File: config.mk
export PLATFORM = sky130hd
export DESIGN_NAME = param_updown_counter
export DESIGN_NICKNAME = d
export VERILOG_FILES = /design/src/rtl/cnt_pkg.sv /design/src/rtl/cnt_prescaler.sv /design/src/rtl/param_updown_counter.sv
export SDC_FILE = /design/constraint.sdc
export NUM_CORES = 1
export LEC_CHECK = 0
export BUFFER_PORTS_ARGS = -buffer_cell sky130_fd_sc_hd__buf_2
export CAP_MARGIN = 30
export CELL_PAD_IN_SITES_DETAIL_PLACEMENT = 1
export CELL_PAD_IN_SITES_GLOBAL_PLACEMENT = 1
export CORE_MARGIN = 2
export CORE_UTILIZATION = 31
export CTS_BUF_LIST = sky130_fd_sc_hd__clkbuf_16
export CTS_CLUSTER_DIAMETER = 120
export DETAILED_ROUTE_END_ITERATION = 7
export GPL_TIMING_DRIVEN = 0
export PLACE_DENSITY = 0.75
export SLEW_MARGIN = 20
export SYNTH_ARGS = -nofsm -noshare
export SYNTH_HDL_FRONTEND = slang
export SYNTH_SLANG_ARGS = --single-unit
File: constraint.sdc
create_clock -name clk -period 2.3 [get_ports clk]
set_input_delay 0.46 -clock clk [delete_from_list [all_inputs] [get_ports clk]]
set_output_delay 0.46 -clock clk [all_outputs]
set_load 0.02 [all_outputs]
File: src/rtl/cnt_pkg.sv
// Shared constants and helpers for the parametrised up/down counter family.
package cnt_pkg;

  localparam logic DIR_UP    = 1'b1;
  localparam logic DIR_DOWN  = 1'b0;
  localparam logic MODE_WRAP = 1'b0;
  localparam logic MODE_SAT  = 1'b1;

  // Ceiling log2; returns 0 for v <= 1.
  function automatic int clog2(input int v);
    int r;
    r = 0;
    while ((1 << r) < v) r++;
    return r;
  endfunction

endpackage

File: src/rtl/cnt_prescaler.sv
// Enabled-cycle prescaler: step pulses combinationally on the last of every PRESCALE enabled cycles.
// State updates one cycle later; no backpressure, holds while en=0, sync_clr restarts the period.
module cnt_prescaler
  import cnt_pkg::*;
#(
  parameter int PRESCALE = 1
) (
  input  logic clk,
  input  logic rst,
  input  logic en,
  input  logic sync_clr,
  output logic step
);

  localparam int PS_W = (clog2(PRESCALE) < 1) ? 1 : clog2(PRESCALE);
  localparam logic [PS_W-1:0] TERM = PS_W'(PRESCALE - 1);
  localparam logic [PS_W-1:0] ONE  = PS_W'(1);

  logic [PS_W-1:0] pre_cnt;

  assign step = en && (pre_cnt == TERM);

  always_ff @(posedge clk) begin
    if (rst || sync_clr) begin
      pre_cnt <= '0;
    end else if (en) begin
      pre_cnt <= step ? '0 : pre_cnt + ONE;
    end
  end

endmodule

File: src/rtl/param_updown_counter.sv
// Up/down counter with load, wrap/saturate limits, terminal-count pulse and sticky overflow.
// All outputs registered, one-cycle input-to-output latency; no backpressure.
module param_updown_counter
  import cnt_pkg::*;
#(
  parameter int WIDTH    = 4,
  parameter int MAX_VAL  = 2**WIDTH - 1,
  parameter int PRESCALE = 1
) (
  input  logic             clk,
  input  logic             rst,
  input  logic             en,
  input  logic             dir,
  input  logic             load,
  input  logic [WIDTH-1:0] load_val,
  input  logic             sat_mode,
  input  logic             clr_ovf,
  output logic [WIDTH-1:0] count,
  output logic             tc,
  output logic             ovf
);

  generate
    if (WIDTH < 1) begin : g_bad_width
      $error("param_updown_counter: WIDTH must be >= 1");
    end
    if (MAX_VAL < 0 || MAX_VAL > 2**WIDTH - 1) begin : g_bad_max
      $error("param_updown_counter: MAX_VAL out of range for WIDTH");
    end
    if (PRESCALE < 1) begin : g_bad_ps
      $error("param_updown_counter: PRESCALE must be >= 1");
    end
  endgenerate

  localparam logic [WIDTH-1:0] MAX_C = WIDTH'(MAX_VAL);
  localparam logic [WIDTH-1:0] ONE   = WIDTH'(1);

  logic             step;
  logic             boundary;
  logic [WIDTH-1:0] cnt_nxt;
  logic [WIDTH-1:0] ld_clamp;

  cnt_prescaler #(.PRESCALE(PRESCALE)) u_pre (
    .clk      (clk),
    .rst      (rst),
    .en       (en),
    .sync_clr (load),
    .step     (step)
  );

  // Limit test happens before +/-1 so the arithmetic never needs a carry-out.
  always_comb begin
    boundary = 1'b0;
    cnt_nxt  = count;
    ld_clamp = (load_val > MAX_C) ? MAX_C : load_val;
    if (dir == DIR_UP) begin
      boundary = (count == MAX_C);
      if (!boundary)                cnt_nxt = count + ONE;
      else if (sat_mode == MODE_WRAP) cnt_nxt = '0;
    end else begin
      boundary = (count == '0);
      if (!boundary)                cnt_nxt = count - ONE;
      else if (sat_mode == MODE_WRAP) cnt_nxt = MAX_C;
    end
  end

  always_ff @(posedge clk) begin
    if (rst) begin
      count <= '0;
      tc    <= 1'b0;
      ovf   <= 1'b0;
    end else if (load) begin
      count <= ld_clamp;
      tc    <= 1'b0;
    end else begin
      tc <= step && boundary;
      if (step) count <= cnt_nxt;
      if (step && boundary) ovf <= 1'b1;
      else if (clr_ovf)     ovf <= 1'b0;
    end
  end

endmodule

==> out/qor.txt, run 1 <==
=====================================================================================================
Net switching power                                                                            128 uW
Slew margin rel.                                                                                0.782
Mapped Nets                                                                                        71
Count of port buffers added during placement                                                       16
Sw frac                                                                                         0.246
Die width                                                                                42.1 microns
# Max-Cap Violations                                                                                0
Mean instance size in the synthesized netlist                                              7.74 sq um
Part of the total power dissipated in sequential elements                                       0.273
R2R cell count                                                                                      7
Total power density per cell area                                                         830 mW/mm^2
Shortest clock period the worst path allows after layout                                      2.01 ns
Final core occ                                                                                  0.470
Total global-route track usage                                                                  0.153
Multiplexer area fraction after synthesis                                                           0
Antenna violations before repair                                                                    0
Final GP Congestion                                                                             0.809
Highest clock frequency the design can meet                                                 0.497 GHz
Vias/cell                                                                                        5.22
Combinational fraction of design power                                                          0.162
Syn Std Cell Area                                                                           449 sq um
Cell accounting for the most synthesized area                                            sky130_fd_sc_hd__dfxtp_1
Number of primary I/O pins                                                                         17
Run status                                                                                  completed
Clock tree root driver cell                                                              sky130_fd_sc_hd__clkbuf_16
Number of DRC violations after detailed-routing iteration 0                                         6
Mean routed wirelength per cell                                                          13.2 microns
Highest fanout seen on the critical path                                                            9
Clk pwr share                                                                                   0.565
Max Clock Skew                                                                             0.00292 ns
Category of the worst setup path capture point                                              flip-flop
Combinational family with the most area after synthesis                                  compound AO/OA/AOI/OAI gates
Final total negative setup slack                                                                 0 ns
Final HPWL from detailed placement                                                        892 microns
Hold-fix buffer count after cts                                                                     0
Starting density of the core                                                                    0.337
Cell internal power dissipation                                                                392 uW
Compound-gate portion of the synthesized area                                                   0.279
Commonest cells after routing, fill and taps aside                                       sky130_fd_sc_hd__buf_2 (16), sky130_fd_sc_hd__nor2_1 (7), sky130_fd_sc_hd__dfxtp_1 (7)
Xor/xnor share of the synthesized area                                                         0.0390
Fraction of layout cells with a size suffix above 1                                             0.269
Post-synthesis simple-gate area fraction                                                        0.273
Worst reg2reg endpoint                                                                   count[3]$_SDFFE_PP0P_
Global route overflow                                                                               0
Share of synthesized area occupied by flip-flops and latches                                    0.312
Total count of max-transition violations in the final report                                        0
Number of distinct library cell variants in the gate-level netlist after synthesis                 26
Largest voltage drop on the vdd net                                                            409 uV
Number of global-route vias before repair                                                         470
Number of H-tree branching levels                                                                   1
Post-CTS Setup Bufs                                                                                 0
Worst setup timing slack at the placement stage                                              0.300 ns
Number of standard cells after synthesis                                                           58
Growth of design area from synthesis to finish                                                  39.6%
First element of the critical path                                                       count[0]$_SDFFE_PP0P_
Tightest Pin Transition                                                                      0.326 ns
Leakage power total                                                                       0.000296 uW
TritonCTS Buffers                                                                                   3
Clock transition at the registers of the reported paths                                       0.04 ns
Cell row count                                                                                     13
Maximum buffer depth of the clock tree                                                              2
Worst EP required                                                                             2.46 ns
Fill cell count                                                                                   181
Post-layout net count                                                                              92
Post-synthesis register bit count                                                                   7
Leading cell types by total area after synthesis                                         sky130_fd_sc_hd__dfxtp_1 (31%), sky130_fd_sc_hd__nor2_1 (5.8%), sky130_fd_sc_hd__a21oi_1 (5.6%), sky130_fd_sc_hd__ha_1 (5.6%), sky130_fd_sc_hd__o21ai_0 (4.5%)
Beginning of the worst register-to-register path                                         count[0]$_SDFFE_PP0P_
Core box area                                                                            0.00133 sq mm
Number of warnings issued by yosys                                                                  0
Share of the synthesized area in the top cell type                                              0.312
Final worst-path cycle share                                                                    0.875
Worst setup slack for register-to-register paths                                              0.29 ns
Post-synthesis share of cell area spent on full adders, half adders and majority gates         0.0557
Clock latency of the later-clocked register in the worst-skew pair                            0.23 ns
Startpoint Class                                                                            flip-flop
Hold Crit Class                                                                             in -> reg
CTS Sinks                                                                                           7
Type of the setup path with the least slack                                                reg -> reg
Final hold viol count                                                                               0
Number of endpoints failing setup at the final stage                                                0
Post-route ant nets                                                                                 0
Post-CTS sizing                                                                                     0
CTS tree                                                                                          yes
Final worst setup slack                                                                      0.288 ns
ANT cells                                                                                           0
Die ar.                                                                                  0.00177 sq mm
Startpoint of the worst hold path                                                                  en
Count of vias placed by the detailed router                                                       485
Arrival time worst endpoint                                                                   2.17 ns
Depth of the worst hold-timing path                                                                 2
Total Wirelength                                                                         1220 microns
Setup repair after global routing missed its margin                                                no
Largest net degree at the start of global routing                                                  10
Destination of the worst hold path                                                       u_pre.pre_cnt$_SDFFE_PP0P_
Number of iterations in the first detailed-routing pass                                             4
Chip height                                                                              42.1 microns
Most common library cell in the layout ignoring fill and taps                            sky130_fd_sc_hd__buf_2
Global-route wire length before repair                                                   2040 microns
Count of unresolved DRC violations after routing                                                    0
=====================================================================================================
layer usage:
metal,track usage,up-vias,share of wire
li1,-,249,-
met1,0.176,221,0.46
met2,0.259,13,0.48
met3,0.0560,2,0.052
met4,0.0563,0,0.0074
met5,0,-,0
Yosys cell counts (all sizes together):
library cell / n
nand2b: 1
o31a: 1
o21ai: 4
xor2: 1
a211oi: 2
a21oi: 5
or4b: 1
nand3b: 1
nor4b: 1
o22ai: 1
dfxtp: 7
xnor2: 1
a21bo: 1
nor2: 7
a21boi: 1
ha: 2
nor2b: 1
o31ai: 1
nand3: 2
nand2: 5
and2: 1
nor3b: 1
a31oi: 3
inv: 5
nand4: 1
and3: 1
state kept, by name, summed over array words and instances, names as in the netlist:
register and flops:
count 4, ovf 1, tc 1, u_pre.pre_cnt 1
area by class of cell:
| cell class | count | area, sq um | share of cell area |
|---|---|---|---|
| clock inverters | 1 | 3.75 | 0.00599 |
| repair buffers | 16 | 80.1 | 0.128 |
| inverters | 5 | 18.8 | 0.0299 |
| multi-input cells | 46 | 290 | 0.463 |
| well taps | 15 | 18.8 | 0.0299 |
| flip-flops and latches | 7 | 140 | 0.224 |
| clock buffers | 3 | 75.1 | 0.120 |
kinds of logic after synthesis:
group | after synthesis
DFF | 7
AOI/OAI and AO/OA | 19
buffers and inverters | 5
xor gates and xnor gates | 2
adders and majority gates | 2
and+or+nand+nor | 23
critical path: stages (launching register included):
cell	delay, ns
sky130_fd_sc_hd__dfxtp_1	0.39
sky130_fd_sc_hd__inv_1	0.09
sky130_fd_sc_hd__ha_1	0.20
sky130_fd_sc_hd__or4b_1	0.48
sky130_fd_sc_hd__a21bo_1	0.23
sky130_fd_sc_hd__and2_4	0.18
sky130_fd_sc_hd__o31a_1	0.24
sky130_fd_sc_hd__o22ai_2	0.13
per-stage QoR:
stage	hold WS [ns]	total power, uW	area [sq um]	std cells
floorplan	0.459	196	449	58
global placement	0.466	226	548	89
detailed placement	0.483	228	548	89
CTS	0.409	524	627	93
global route	0.412	545	627	93
finish	0.406	520	627	93
power by group through the flow:
stage	Clock [uW]	Combinational, uW	Sequential, uW
3_5_place_dp	0	83.8	144
4_1_cts	297	85.0	142
5_1_grt	308	93.6	144
6_report	294	84.3	142
2_1_floorplan	0	47.1	149
3_3_place_gp	0	82.4	144
worst max-delay path by stage:
stage               depth (start not counted)                    end  slack (ns)
global placement                            7  count[3]$_SDFFE_PP0P_        0.32
detailed placement                          7  count[3]$_SDFFE_PP0P_        0.30
finish                                      7  count[3]$_SDFFE_PP0P_        0.29
CTS                                         7  count[0]$_SDFFE_PP0P_        0.28
global route                                7  count[3]$_SDFFE_PP0P_        0.21
floorplan                                   7  count[3]$_SDFFE_PP0P_        0.37
Note: power is estimated with default switching activity, not from simulation.
==> run 2, diff against run 1 <==
--- a/config.mk
+++ b/config.mk
@@ -5,7 +5,7 @@
 export SDC_FILE = /design/constraint.sdc
 export NUM_CORES = 1
 export LEC_CHECK = 0
-export BUFFER_PORTS_ARGS = -buffer_cell sky130_fd_sc_hd__buf_2
+export BUFFER_PORTS_ARGS = -buffer_cell sky130_fd_sc_hd__buf_4
 export CAP_MARGIN = 30
 export CELL_PAD_IN_SITES_DETAIL_PLACEMENT = 1
 export CELL_PAD_IN_SITES_GLOBAL_PLACEMENT = 1
==> run 2 against run 1 <==
  * Critical path depth stayed put
  * Worst hold slack got worse by 0.0080 ns
  * Maximum frequency down 0.66%
  * Register-to-register slack about the same
  * Critical endpoint unchanged
  * Largest cell class unchanged
  * Highest routed layer unchanged
==> out/qor.txt, run 2 (synthesis gave the netlist of run 1 again) <==
=================================================================================
Number of iterations in the first detailed-routing pass                         2
Setup repair after global routing missed its margin                            no
Total power density per cell area                                     792 mW/mm^2
Number of endpoints failing setup at the final stage                            0
Antenna violations before repair                                                0
Total Wirelength                                                     1300 microns
Growth of design area from synthesis to finish                              48.5%
Worst EP required                                                         2.46 ns
Final total negative setup slack                                             0 ns
# Max-Cap Violations                                                            0
Number of H-tree branching levels                                               1
Die ar.                                                              0.00177 sq mm
Slew margin rel.                                                            0.759
CTS Sinks                                                                       7
Run status                                                              completed
Mean routed wirelength per cell                                      14.0 microns
Largest net degree at the start of global routing                              10
Final worst setup slack                                                  0.275 ns
Global route overflow                                                           0
Count of unresolved DRC violations after routing                                0
Global-route wire length before repair                               2160 microns
Combined flip-flop and latch cell area                                  140 sq um
Die width                                                            42.1 microns
TritonCTS Buffers                                                               3
Count of port buffers added during placement                                   16
Post-route non-filler standard cell count                                      93
Arrival time worst endpoint                                               2.18 ns
Final hold viol count                                                           0
ANT cells                                                                       0
Register containing the most flip-flops in the final layout                 count
Cell Area, Placed                                                       588 sq um
Vias/cell                                                                    5.37
Number of primary I/O pins                                                     17
Most common library cell in the layout ignoring fill and taps        sky130_fd_sc_hd__buf_4
Startpoint Class                                                        flip-flop
Cell row count                                                                 13
Number of global-route vias before repair                                     523
Total count of max-transition violations in the final report                    0
Type of the setup path with the least slack                            reg -> reg
Largest register FFs                                                            4
Tightest Pin Transition                                                  0.360 ns
Largest voltage drop on the vdd net                                        266 uV
Summed area of non-filler cells in the final layout                     667 sq um
CTS tree                                                                      yes
Hold Crit Class                                                         in -> reg
Final worst-path cycle share                                                0.881
Post-layout net count                                                          92
Post-route ant nets                                                             0
Worst setup slack for register-to-register paths                          0.27 ns
Chip height                                                          42.1 microns
Highest fanout seen on the critical path                                        9
Maximum buffer depth of the clock tree                                          2
Highest clock frequency the design can meet                             0.494 GHz
Leakage power total                                                   0.000306 uW
Final GP Congestion                                                         0.793
Post-CTS sizing                                                                 0
Clock latency of the later-clocked register in the worst-skew pair        0.23 ns
Total global-route track usage                                              0.161
Final HPWL from detailed placement                                    955 microns
Core box area                                                        0.00133 sq mm
Category of the worst setup path capture point                          flip-flop
Commonest cells after routing, fill and taps aside                   sky130_fd_sc_hd__buf_4 (16), sky130_fd_sc_hd__nor2_1 (7), sky130_fd_sc_hd__dfxtp_1 (7)
Number of DRC violations after detailed-routing iteration 0                    12
Count of vias placed by the detailed router                                   499
Fraction of layout cells with a size suffix above 1                         0.269
Post-CTS Setup Bufs                                                             0
Starting density of the core                                                0.337
Shortest clock period the worst path allows after layout                  2.03 ns
Hold-fix buffer count after cts                                                 0
Clock transition at the registers of the reported paths                   0.04 ns
Worst setup timing slack at the placement stage                          0.282 ns
Clock tree root driver cell                                          sky130_fd_sc_hd__clkbuf_16
Max Clock Skew                                                         0.00129 ns
Combined area of the multi-input logic cells                            290 sq um
Fill cell count                                                               181
Cells after DPL                                                                89
=================================================================================
[run 2: final cells by class]
cell class                 instances  share of cell area
timing repair buffer              16               0.180
clock buffer                       3               0.113
multi-input combinational         46               0.435
sequential                         7               0.210
inverter                           5              0.0281
clock inverter                     1             0.00563
tap                               15              0.0281
[run 2: final timing paths]
kind,from,end,depth (start not counted)
min,en,u_pre.pre_cnt$_SDFFE_PP0P_,2
max,count[0]$_SDFFE_PP0P_,count[3]$_SDFFE_PP0P_,7
min reg2reg,u_pre.pre_cnt$_SDFFE_PP0P_,u_pre.pre_cnt$_SDFFE_PP0P_,1
max reg2reg,count[0]$_SDFFE_PP0P_,count[3]$_SDFFE_PP0P_,7
[run 2: power breakdown]
group	internal [uW]	leakage (uW)	total, uW	switching (uW)
sequential	129	0.0000575	142	13.2
combinational	45.6	0.000207	94.4	48.9
clock	226	0.0000423	291	65.4
[run 2: critical path, stage by stage (launching register included)]
cell and delay [ns]:
sky130_fd_sc_hd__dfxtp_1 0.39, sky130_fd_sc_hd__inv_1 0.09, sky130_fd_sc_hd__ha_1 0.20, sky130_fd_sc_hd__or4b_1 0.48, sky130_fd_sc_hd__a21bo_1 0.24, sky130_fd_sc_hd__and2_4 0.18, sky130_fd_sc_hd__o31a_1 0.24, sky130_fd_sc_hd__o22ai_2 0.13
[run 2: layer usage]
layer | global-route usage | vias up | wire length (microns)
li1 | - | 252 | -
met1 | 0.197 | 235 | 626
met2 | 0.266 | 10 | 606
met3 | 0.0259 | 2 | 46
met4 | 0.0938 | 0 | 21
met5 | 0 | - | 0
[run 2: through the flow]
step | power (uW) | hold WS (ns) | util
3_3_place_gp | 235 | 0.466 | 0.441
2_1_floorplan | 196 | 0.459 | -
3_5_place_dp | 238 | 0.476 | 0.441
6_report | 528 | 0.398 | 0.500
4_1_cts | 532 | 0.399 | 0.500
5_1_grt | 551 | 0.409 | 0.500
==> run 3, diff against run 2 <==
--- a/config.mk
+++ b/config.mk
@@ -5,17 +5,18 @@
 export SDC_FILE = /design/constraint.sdc
 export NUM_CORES = 1
 export LEC_CHECK = 0
+export ABC_AREA = 1
 export BUFFER_PORTS_ARGS = -buffer_cell sky130_fd_sc_hd__buf_4
 export CAP_MARGIN = 30
 export CELL_PAD_IN_SITES_DETAIL_PLACEMENT = 1
 export CELL_PAD_IN_SITES_GLOBAL_PLACEMENT = 1
 export CORE_MARGIN = 2
-export CORE_UTILIZATION = 31
+export CORE_UTILIZATION = 32
 export CTS_BUF_LIST = sky130_fd_sc_hd__clkbuf_16
 export CTS_CLUSTER_DIAMETER = 120
 export DETAILED_ROUTE_END_ITERATION = 7
 export GPL_TIMING_DRIVEN = 0
-export PLACE_DENSITY = 0.75
+export PLACE_DENSITY = 0.77
 export SLEW_MARGIN = 20
 export SYNTH_ARGS = -nofsm -noshare
 export SYNTH_HDL_FRONTEND = slang
==> run 3 against run 2 <==
  * Clock power is 2% higher
  * Via count is 34% higher
  * Clock-buffer cell count stayed put
  * Sequential power hardly changed
  * Non-clock buffer count is 1 higher
  * Combinational power is 39% higher
  * Worst setup slack better by 0.40 ns
  * Largest cell class unchanged
  * Largest power group unchanged
==> out/qor.txt, run 3 <==
=====================================================================================================
Commonest cells after routing, fill and taps aside                                       sky130_fd_sc_hd__nand2_1 (29), sky130_fd_sc_hd__buf_4 (16), sky130_fd_sc_hd__nand3_1 (13)
Mean routed wirelength per cell                                                          13.8 microns
Most common library cell in the layout ignoring fill and taps                            sky130_fd_sc_hd__nand2_1
Cell type of the slowest stage on the worst timing path                                  sky130_fd_sc_hd__dfxtp_1
Count of unresolved DRC violations after routing                                                    0
CTS tree                                                                                          yes
Leading cell types by total area after synthesis                                         sky130_fd_sc_hd__dfxtp_1 (25%), sky130_fd_sc_hd__nand2_1 (19%), sky130_fd_sc_hd__nand3_1 (12%), sky130_fd_sc_hd__inv_1 (7.3%), sky130_fd_sc_hd__nor2_1 (6.7%)
Mapped Nets                                                                                       107
Share of synthesized area occupied by flip-flops and latches                                    0.248
Async set-reset flop share out of synthesis                                                         0
Post-route ant nets                                                                                 0
Clock transition at the registers of the reported paths                                       0.04 ns
Count of vias placed by the detailed router                                                       669
Final hold viol count                                                                               0
Setup repair after global routing missed its margin                                                no
Die ar.                                                                                  0.00212 sq mm
Total count of max-transition violations in the final report                                        0
Final worst setup slack                                                                      0.678 ns
Cell row count                                                                                     15
Total power density per cell area                                                         729 mW/mm^2
Register containing the most flip-flops in the final layout                                     count
Arrival time worst endpoint                                                                   1.77 ns
Growth of design area from synthesis to finish                                                  39.0%
Slew margin rel.                                                                                0.807
Post-synthesis simple-gate area fraction                                                        0.519
Power after layout                                                                             572 uW
Hold Crit Class                                                                             in -> reg
Number of DRC violations after detailed-routing iteration 0                                         3
Highest fanout seen on the critical path                                                            7
R2R cell count                                                                                      7
Final GP Congestion                                                                             0.824
Post-synthesis register bit count                                                                   7
Combinational family with the most area after synthesis                                  simple AND/OR/NAND/NOR gates
Global route overflow                                                                               0
Number of global-route vias before repair                                                         650
Post-layout net count                                                                             128
Library cell with the highest instance count after synthesis                             sky130_fd_sc_hd__nand2_1
Global-route wire length before repair                                                   2930 microns
Post-synthesis share of cell area spent on full adders, half adders and majority gates         0.0443
Clock latency of the later-clocked register in the worst-skew pair                            0.23 ns
Largest net degree at the start of global routing                                                  10
Mean instance size in the synthesized netlist                                              6.00 sq um
Worst setup slack for register-to-register paths                                              0.68 ns
Antenna violations before repair                                                                    0
Count of port buffers added during placement                                                       16
Final worst-path cycle share                                                                    0.705
ANT cells                                                                                           0
Depth of the worst hold-timing path                                                                 2
Multiplexer area fraction after synthesis                                                           0
Startpoint Class                                                                            flip-flop
Number of endpoints failing setup at the final stage                                                0
TritonCTS Buffers                                                                                   3
Compound-gate portion of the synthesized area                                                  0.0665
Crit path largest cell delay                                                                  0.46 ns
Starting density of the core                                                                    0.334
Final total negative setup slack                                                                 0 ns
Number of iterations in the first detailed-routing pass                                             4
Number of standard cells after synthesis                                                           94
Largest voltage drop on the vdd net                                                            340 uV
Leakage power total                                                                       0.000400 uW
Destination of the worst hold path                                                       u_pre.pre_cnt$_SDFFE_PP0P_
Clock tree root driver cell                                                              sky130_fd_sc_hd__clkbuf_16
Shortest clock period the worst path allows after layout                                      1.62 ns
Run status                                                                                  completed
Vias/cell                                                                                        5.11
CTS Sinks                                                                                           7
Number of primary I/O pins                                                                         17
Hold-fix buffer count after cts                                                                     0
Cells traversed along the worst timing path                                              inv_1 > ha_1 > nand3_1 > nor2_1 > nor2_2 > nand2_1 > a21oi_1
Number of H-tree branching levels                                                                   1
# Max-Cap Violations                                                                                0
Count of flip-flops with a built-in enable after synthesis                                          0
Worst reg2reg endpoint                                                                   count[2]$_SDFFE_PP0P_
Final core occ                                                                                  0.464
Type of the setup path with the least slack                                                reg -> reg
Total global-route track usage                                                                  0.201
Worst-case hold slack                                                                        0.392 ns
Die width                                                                                46.0 microns
Syn Std Cell Area                                                                           564 sq um
Maximum buffer depth of the clock tree                                                              2
Number of distinct library cell variants in the gate-level netlist after synthesis                 19
Chip height                                                                              46.0 microns
Most used flip-flop cell after synthesis                                                 sky130_fd_sc_hd__dfxtp_1
Worst setup timing slack at the placement stage                                              0.706 ns
Leading post-synthesis cells by instance count                                           sky130_fd_sc_hd__nand2_1 (29), sky130_fd_sc_hd__nand3_1 (13), sky130_fd_sc_hd__inv_1 (11), sky130_fd_sc_hd__nor2_1 (10), sky130_fd_sc_hd__dfxtp_1 (7)
Share of the synthesized area in the top cell type                                              0.248
Post-CTS Setup Bufs                                                                                 0
Max Clock Skew                                                                            0.000370 ns
Highest clock frequency the design can meet                                                 0.617 GHz
Number of warnings issued by yosys                                                                  0
Final HPWL from detailed placement                                                       1330 microns
Startpoint of the worst hold path                                                                  en
Beginning of the worst register-to-register path                                         count[0]$_SDFFE_PP0P_
Core box area                                                                            0.00169 sq mm
Xor/xnor share of the synthesized area                                                         0.0155
Total Wirelength                                                                         1810 microns
Largest register FFs                                                                                4
Post-CTS sizing                                                                                     0
Category of the worst setup path capture point                                              flip-flop
Cell accounting for the most synthesized area                                            sky130_fd_sc_hd__dfxtp_1
Tightest Pin Transition                                                                      0.290 ns
Fraction of layout cells with a size suffix above 1                                             0.254
Worst EP required                                                                             2.45 ns
=====================================================================================================
-- run 3: cell count changes after synthesis, sizes merged, moves of 2 or more --
cell    delta
a211oi     -2
a21oi      -2
a31oi      -3
inv        +8
nand2     +25
nand3     +13
nor2       +7
-- run 3: cells by family after synthesis --
kind of cell,count (synthesis)
fa+ha+maj,2
xor+xnor,1
buf+inv,14
simple gates,63
flops,7
compound gates,7
-- run 3: critical path: cells and delay by family, from the launching register on --
kind                     cells  cell delay, ns
AO/OA/AOI/OAI                1            0.18
adder cells (fa/ha/maj)      1            0.31
buffers and inverters        1            0.14
flip-flops                   1            0.46
AND/OR/NAND/NOR              4            0.43
-- run 3: worst max-delay path by stage --
| stage | endpoint | startpoint | cells after the start | slack (ns) |
|---|---|---|---|---|
| 2_1_floorplan | count[1]$_SDFFE_PP0P_ | count[0]$_SDFFE_PP0P_ | 6 | 0.86 |
| 3_3_place_gp | count[1]$_SDFFE_PP0P_ | count[0]$_SDFFE_PP0P_ | 6 | 0.81 |
| 3_5_place_dp | count[2]$_SDFFE_PP0P_ | count[0]$_SDFFE_PP0P_ | 7 | 0.71 |
| 4_1_cts | count[2]$_SDFFE_PP0P_ | count[0]$_SDFFE_PP0P_ | 7 | 0.67 |
| 5_1_grt | count[2]$_SDFFE_PP0P_ | count[0]$_SDFFE_PP0P_ | 7 | 0.54 |
| 6_report | count[2]$_SDFFE_PP0P_ | count[0]$_SDFFE_PP0P_ | 7 | 0.68 |
-- run 3: stage by stage --
step | cell area (sq um) | instances
2_1_floorplan | 564 | 94
3_3_place_gp | 706 | 127
3_5_place_dp | 706 | 127
4_1_cts | 785 | 131
5_1_grt | 785 | 131
6_report | 785 | 131
-- run 3: area by class of cell --
class                           count  area [sq um]
Sequential cell                     7           140
Tap cell                           17          21.3
Timing Repair Buffer               16           120
Multi-Input combinational cell     73           364
Fill cell                         235           905
Clock inverter                      1          3.75
Buffer                              1          11.3
Clock buffer                        3          75.1
Inverter                           13          48.8
-- run 3: power breakdown --
part           internal, uW  switching, uW
sequential              130           13.1
clock                   227           71.3
combinational          53.7           77.4
-- run 3: per-layer routing --
metal | GRT usage | vias up | share of wire
met1 | 0.254 | 319 | 0.45
met2 | 0.331 | 9 | 0.51
met4 | 0.0514 | 0 | 0.0061
met5 | 0 | - | 0
li1 | - | 338 | -
met3 | 0.0595 | 3 | 0.026
